===== src/rtl/disp_arbiter.sv =====
`default_nettype none
// ============================================================================
// Module     : disp_arbiter
// Description: Round-robin arbiter that issues one display job at a time to a
//              display controller, with per-requester pending slots, overflow
//              tracking and a per-job timeout.
// Revision   : 1.0
// ============================================================================
module disp_arbiter #(
   parameter logic [26:0] TIMEOUT_MAX = 27'd12_500
) (
   input  logic        clk,
   input  logic        rst,
   input  logic [3:0]  req,
   input  logic [15:0] val0,
   input  logic [15:0] val1,
   input  logic [15:0] val2,
   input  logic [15:0] val3,
   input  logic [5:0]  fsm_state,
   input  logic        clr_ovf,
   output logic        set,
   output logic        start,
   output logic [15:0] input_value,
   output logic [1:0]  mode,
   output logic [3:0]  grant,
   output logic        done,
   output logic        timeout,
   output logic        busy,
   output logic [3:0]  ovf
);

   localparam logic [1:0] S_IDLE    = 2'd0;
   localparam logic [1:0] S_ISSUE   = 2'd1;
   localparam logic [1:0] S_WAIT    = 2'd2;
   localparam logic [1:0] S_RELEASE = 2'd3;

   localparam logic [5:0] FSM_DISPLAY = 6'b000010;
   localparam logic [5:0] FSM_FINISH  = 6'b001000;

   logic [1:0]  state_q, state_d;
   logic [26:0] cnt_q, cnt_d;
   logic        done_q, done_d;
   logic        tmo_q, tmo_d;
   logic        busy_q;
   logic [1:0]  ptr_q;
   logic [1:0]  mode_q;
   logic [15:0] value_q;
   logic [3:0]  ovf_q;

   logic [15:0] w_val  [4];
   logic [15:0] w_slot [4];
   logic [3:0]  w_pend;
   logic [3:0]  w_ovf_set;
   logic        w_found;
   logic [1:0]  w_win;
   logic        w_take;
   logic [26:0] w_cnt_inc;
   logic        w_expire;
   logic        w_disp;
   logic        w_fin;

   assign w_val[0] = val0;
   assign w_val[1] = val1;
   assign w_val[2] = val2;
   assign w_val[3] = val3;

   // A grant clears the slot's pending bit, but a request in the same cycle
   // re-arms it with the new value; only a request onto a still-pending slot
   // counts as an overflow.
   for (genvar i = 0; i < 4; i++) begin : g_req
      logic        pend_q;
      logic [15:0] slot_q;

      always_ff @(posedge clk) begin
         if (rst) begin
            pend_q <= 1'b0;
            slot_q <= 16'd0;
         end else if (req[i]) begin
            pend_q <= 1'b1;
            slot_q <= w_val[i];
         end else if (grant[i]) begin
            pend_q <= 1'b0;
         end
      end

      assign w_pend[i]    = pend_q;
      assign w_slot[i]    = slot_q;
      assign w_ovf_set[i] = req[i] && pend_q && !grant[i];
   end

   // Round-robin search begins one past the most recently released index.
   always_comb begin
      w_found = 1'b0;
      w_win   = ptr_q;
      for (int k = 1; k <= 4; k++) begin
         if (!w_found && w_pend[ptr_q + 2'(k)]) begin
            w_found = 1'b1;
            w_win   = ptr_q + 2'(k);
         end
      end
   end

   assign w_take    = (state_q == S_IDLE) && w_found && !rst;
   assign w_disp    = (fsm_state == FSM_DISPLAY);
   assign w_fin     = (fsm_state == FSM_FINISH);
   assign w_cnt_inc = cnt_q + 27'd1;
   assign w_expire  = (w_cnt_inc >= TIMEOUT_MAX);

   always_comb begin
      state_d = state_q;
      cnt_d   = cnt_q;
      done_d  = 1'b0;
      tmo_d   = 1'b0;
      case (state_q)
         S_IDLE: begin
            if (w_take) begin
               state_d = S_ISSUE;
               cnt_d   = 27'd0;
            end
         end
         S_ISSUE: begin
            cnt_d = w_cnt_inc;
            if (w_expire) begin
               state_d = S_RELEASE;
               tmo_d   = 1'b1;
            end else if (w_disp) begin
               state_d = S_WAIT;
            end
         end
         S_WAIT: begin
            cnt_d = w_cnt_inc;
            // A finish arriving on the expiry cycle still completes normally.
            if (w_fin) begin
               state_d = S_RELEASE;
               done_d  = 1'b1;
            end else if (w_expire) begin
               state_d = S_RELEASE;
               tmo_d   = 1'b1;
            end
         end
         S_RELEASE: begin
            state_d = S_IDLE;
         end
         default: begin
            state_d = S_IDLE;
         end
      endcase
   end

   always_ff @(posedge clk) begin
      if (rst) begin
         state_q <= S_IDLE;
         cnt_q   <= 27'd0;
         done_q  <= 1'b0;
         tmo_q   <= 1'b0;
         busy_q  <= 1'b0;
         ptr_q   <= 2'd3;
         mode_q  <= 2'd0;
         value_q <= 16'd0;
         ovf_q   <= 4'd0;
      end else begin
         state_q <= state_d;
         cnt_q   <= cnt_d;
         done_q  <= done_d;
         tmo_q   <= tmo_d;
         ovf_q   <= (clr_ovf ? 4'd0 : ovf_q) | w_ovf_set;
         if (w_take) begin
            mode_q  <= w_win;
            value_q <= w_slot[w_win];
            busy_q  <= 1'b1;
         end
         if (state_q == S_RELEASE) begin
            ptr_q  <= mode_q;
            busy_q <= 1'b0;
         end
      end
   end

   assign grant       = w_take ? (4'b0001 << w_win) : 4'b0000;
   assign set         = (state_q == S_ISSUE) && !w_disp && !rst;
   assign start       = set;
   assign mode        = mode_q;
   assign input_value = value_q;
   assign done        = done_q;
   assign timeout     = tmo_q;
   assign busy        = busy_q;
   assign ovf         = ovf_q;

endmodule
`default_nettype wire

===== config.mk =====
export PLATFORM = sky130hd
export DESIGN_NAME = disp_arbiter
export DESIGN_NICKNAME = d
export VERILOG_FILES = /design/src/rtl/disp_arbiter.sv
export SDC_FILE = /design/constraint.sdc
export NUM_CORES = 1
export LEC_CHECK = 0
export BUFFER_PORTS_ARGS = -buffer_cell sky130_fd_sc_hd__buf_4
export CORE_MARGIN = 2
export CORE_UTILIZATION = 30
export CTS_BUF_LIST = sky130_fd_sc_hd__clkbuf_8 sky130_fd_sc_hd__clkbuf_16
export DETAILED_ROUTE_END_ITERATION = 10
export MAX_ROUTING_LAYER = met4
export PLACE_DENSITY = 0.51
export SLEW_MARGIN = 10
export SYNTH_ARGS = -nofsm -noshare
export SYNTH_HDL_FRONTEND = slang
export SYNTH_SLANG_ARGS = --single-unit

===== constraint.sdc =====
create_clock -name clk -period 7.36 [get_ports clk]
set_input_delay 0 -clock clk [delete_from_list [all_inputs] [get_ports clk]]
set_output_delay 0 -clock clk [all_outputs]
set_load 0.05 [all_outputs]

# After elaboration in Yosys (flattened, before gate mapping)
# Cells that the tools add are included.
# Widths: inputs -> output; s select.
# classes
addsub	4
multipliers	0
div_mod_pow	0
magnitude_cmp	6
eq_ne	8
shift	1
mux	41
bitwise	3
n_reduce_logical	35
# op_table
cell	n
$pmux 27 s2	1
$bmux 16 s2	1
$mux 16	2
$add 27x1->27 const B	1
$ge 27x14->1 const B	1
$mux 27	1
$mux 1	19
$mux 2	9
$logic_and 1x1->1	15
$lt 2x3->1 const B	4
$reduce_bool 2->1	5
$logic_not 1->1	9
$bmux 1 s2	4
$mux 4	2
$pmux 2 s4	1
$eq 6x2->1 const B	1
$eq 6x4->1 const B	1
$ne 3x3->1 const B	2
$reduce_or 2->1	3
$add 2x2->2 const B	2
$eq 2x2->1 const B	2
$or 4x4->4	1
$shl 1x2->4 const A	1
$ge 3x3->1 const B	1
9 further kinds	9
# word_totals
register_bits	124
latch_bits	0
mem_bits_rw	0
mem_bits_ro	0
memories	0

# Depth between registers and ports, before layout
# depth
depth_word	19
depth_mapped	11
ltp_nobuf	9

# Worst setup path before layout
# Ideal clock, no wire load.
# synth_timing
kind	register -> register
startpoint	register cnt_q[0]
endpoint	register state_q[0]
setup_ps	88
arrival_time_ps	2885
required_ps	7272
path_slack_ps	4387
stages_incl_launch_ff	10
n_path_buf	1
synth_period_minus_slack_ps	2973
path_cell_list	dfxtp_1 ha_1 clkbuf_1 nand3_1 nor4_2 nand3_1 xnor2_1 or4_1 o21a_1 o32ai_2
# synth_between
elab_chain_len	4
elab_cells_between_ends	7
classes_between	add/sub: 1; order compare: 1; eq/ne: 2; mux: 2; reduce/logical: 1
# synth_rtl
item	line_no	source
start, declared	41	logic [26:0] cnt_q, cnt_d;
start signal, assigned	163	cnt_q <= cnt_d;
$add 27x1->27 *	106	assign w_cnt_inc = cnt_q + 27'd1;
$ge 27x14->1 *	107	assign w_expire = (w_cnt_inc >= TIMEOUT_MAX);
$mux 2 or $ne 3x3->1 (tied branches)	n/a	
$pmux 2 s4 or $reduce_and 3->1 (tied branches)	n/a	
end signal, assigned	162	state_q <= state_d;
end, declared	40	logic [1:0] state_q, state_d;
# Mark *: on every way between the ends. The rest lies on a longest branch, timed or not.
# A chain may end at the register's enable or synchronous reset.

# Worst setup path after layout
# layout_timing
startpoint	register cnt_q[1]
endpoint	register state_q[0]
# Same word-level chain as after synthesis.

==> impl_results.md <==
- Startpoint Class: flip-flop
- Via-to-Cell Ratio: 4.94
- Placed cell count: 998
- Pre-CTS setup slack: 3.97 ns
- Initial Utilization: 0.306
- Final WL: 16,600 um
- P_int: 1460 uW
- Final Wtd Congestion: 0.804
- Cell area after synthesis: 5980 um2
- Syn Nets: 757
- Final cell count without fillers: 1,098
- CP Buf/Inv Count: 0
- Hold Violations, Final: 0
- Leak: 0.00352 uW
- I/O pins: 108
- Switching Fraction: 0.354
- Row cnt: 51
- F_max: 291 MHz
- Post-CTS sizing: 0
- Die Y: 145 um
- First-pass GRT wire length: 27,700 um
- Slowest cell on crit path: nor4_2
- Tot GR Track Use: 0.164
- Layout cells sized above 1: 0.205
- Status: finished, final reports clean
- CTS Root Cell: clkbuf_16
- CP cell instances: ha_1 > nand3_1 > nor4_2 > nand3_1 > xnor2_1 > nor4_1 > nand3_1 > nor4_1 > o32ai_2
- Hpwl dp: 11,100 um
- Clock-pin slew on the worst setup and hold paths: 0.06 ns
- Worst setup margin: 3.93 ns
- Initial antenna violation count: 0
- Depth of the CTS H-tree: 4
- CP endpoint kind: flip-flop
- Flop pwr share: 0.343
- Die Wd: 145 um
- # diodes: 0
- Final period utilization: 0.466
- Fillers: 1,934
- Largest net degree at the start of global routing: 93
- Post-synth cell types: 66
- Yosys reg bits: 124
- Layout area overhead: 37.7%
- Slew Limit Fails: 0
- Worst-margin pin slew: 1.00 ns
- Top_reg_cell synth: dfxtp_1
- Syn Inst Count: 673
- Nets: 904
- P per Cell Area: 274 nW/um2
- Critical path data required time: 7.62 ns
- CTS tree: done
- Clock Latency Late Sink: 0.41 ns
- Final worst path period need: 3.43 ns
- Max VDD drop: 0.178 mV
- Most frequent cells in the layout: dfxtp_1 (124), buf_4 (113), nor2_1 (107)
- Crit path kind: flip-flop to flip-flop
- Clock Tree Buf Depth: 2
- Worst relative slew slack: 0.331
- Setup TNS: 0 ns
- Syn avg cell area: 8.89 um2
- # DRC: 0
- Via count: 5,425
- Critical Path AT: 3.69 ns
- NetSw: 798 uW
- RSZ-0062 raised after global routing: no
- Worst stage delay on the critical path: 0.72 ns
- CP Max Fanout: 10
- Die area: 21,100 um2
- WL/cell: 15.1 um
- Commonest non-fill, non-tap cell in the layout: dfxtp_1
- Hold Crit Class: input port to flip-flop
- Crit path max-delay family: simple AND/OR/NAND/NOR gates
- Tot Pwr: 2250 uW
- Post-layout util: 0.422
- Sequential share of the synthesized area: 0.415
- Core ar.: 19,500 um2
- Worst path most repeated cell: nand3_1
- Clk_skew: 0.0104 ns
- Setup Viol. Count Final: 0
- TritonCTS Buffers: 17
- Router iterations before antenna repair: 4
- Clk sinks: 124
- Asr flop ratio synth: 0
- Max Cap Violations: 0
- Post-synth EDFFs: 0
- Gate power share: 0.289
- Vias in the first global route: 5,465
- Yosys warns: 0
- Antenna Nets Post-Route: 0
- PortBufs: 107
- Clk pwr share: 0.368
- Initial DRC count: 223
- Overflow after GRT: 0
worst register-to-register path, delay by kind of cell, from the launching register on:
family                     cells  cell delay [ns]
DFF                            1             0.51
adders and majority gates      1             0.41
AOI/OAI and AO/OA              1             0.13
xor gates and xnor gates       1             0.18
and+or+nand+nor                6             2.05
routing by layer:
layer | vias up | global-route usage | routed length, um
li1 | 2712 | - | -
met5 | - | - | 0
met4 | 0 | 0.0485 | 196
met2 | 114 | 0.268 | 8080
met1 | 2587 | 0.196 | 7490
met3 | 12 | 0.0481 | 852
logic make-up (layout without fill, tap and decap cells):
| group | Yosys count | count (layout) | share of synthesized area |
|---|---|---|---|
| AND/OR/NAND/NOR | 232 | 232 | 0.196 |
| AO/OA/AOI/OAI | 148 | 148 | 0.173 |
| flip-flops | 124 | 124 | 0.415 |
| multiplexers | 85 | 85 | 0.143 |
| buffers and inverters | 67 | 227 | 0.0437 |
| XOR/XNOR | 10 | 10 | 0.0146 |
| adder cells (fa/ha/maj) | 7 | 7 | 0.0146 |
registers in the layout, indices dropped and copies added, names as in the netlist, 2 cells and up:
signal / count
mode: 2
g_req.slot_q: 64
g_req.pend_q: 4
input_value: 16
ovf: 4
cnt_q: 27
state_q: 2
ptr_q: 2
cells in the mapped netlist, types with 3 or more instances:
master    count  area (um2)
a31o_2        3        26.3
nand2_1      31         116
a311oi_1      8        70.1
a32oi_1       4        35.0
clkbuf_1     41         154
nand4_1       5        31.3
ha_1          7        87.6
a31oi_1       8        50.1
buf_1         6        22.5
o21a_1        3        22.5
nor2b_1      17         106
nand3_1      11        55.1
buf_2         5        25.0
dfxtp_1     124        2480
and3_1        3        18.8
nand2b_1      5        31.3
and2_1        3        18.8
nor4_1        5        31.3
a22o_1       14         123
a21oi_1      42         210
a22oi_1       8        60.1
a211oi_1     20         150
nor2_1      107         402
inv_1        14        52.6
nor3b_1       4        30.0
mux2i_1      83         831
o21ai_0      15        75.1
xnor2_1       8        70.1
nor3_1       16        80.1
power groups by stage:
stage	registers (uW)	logic (uW)	clock network [uW]
floorplan	873	341	0
global placement	786	618	0
detailed placement	787	625	0
CTS	773	656	848
global route	782	711	879
finish	773	651	828
timing repair:
item / CTS / global route
hold buffers: 68 / 0
endpoints found under the hold margin: 80 / 0
endpoints found under the setup margin: 0 / 0
buffers inserted: 0 / 0
final timing paths:
check                           cells past startpoint  slack, ns               to      from
worst min register to register                      2       0.47             busy      busy
worst max register to register                      9       3.93       state_q[0]  cnt_q[1]
worst min-delay path                                3       0.06  g_req[0].pend_q    req[0]
worst max-delay path                                9       3.93       state_q[0]  cnt_q[1]
per-stage QoR:
stage / cell area (um2) / hold WS, ns
5_1_grt: 8240 / 0.0480
2_1_floorplan: 5980 / 0.147
3_3_place_gp: 6970 / 0.234
6_report: 8240 / 0.0626
4_1_cts: 8240 / 0.0417
3_5_place_dp: 6970 / 0.241
layout make-up:
| cell class | count | area [um2] | share of cell area |
|---|---|---|---|
| inverter | 14 | 52.6 | 0.00638 |
| clock buffer | 18 | 439 | 0.0533 |
| tap | 265 | 332 | 0.0403 |
| sequential | 124 | 2480 | 0.301 |
| clock inverter | 14 | 145 | 0.0176 |
| multi-input combinational | 482 | 3260 | 0.395 |
| timing repair buffer | 181 | 1530 | 0.186 |
No activity file was read; power rests on OpenSTA's default activity.
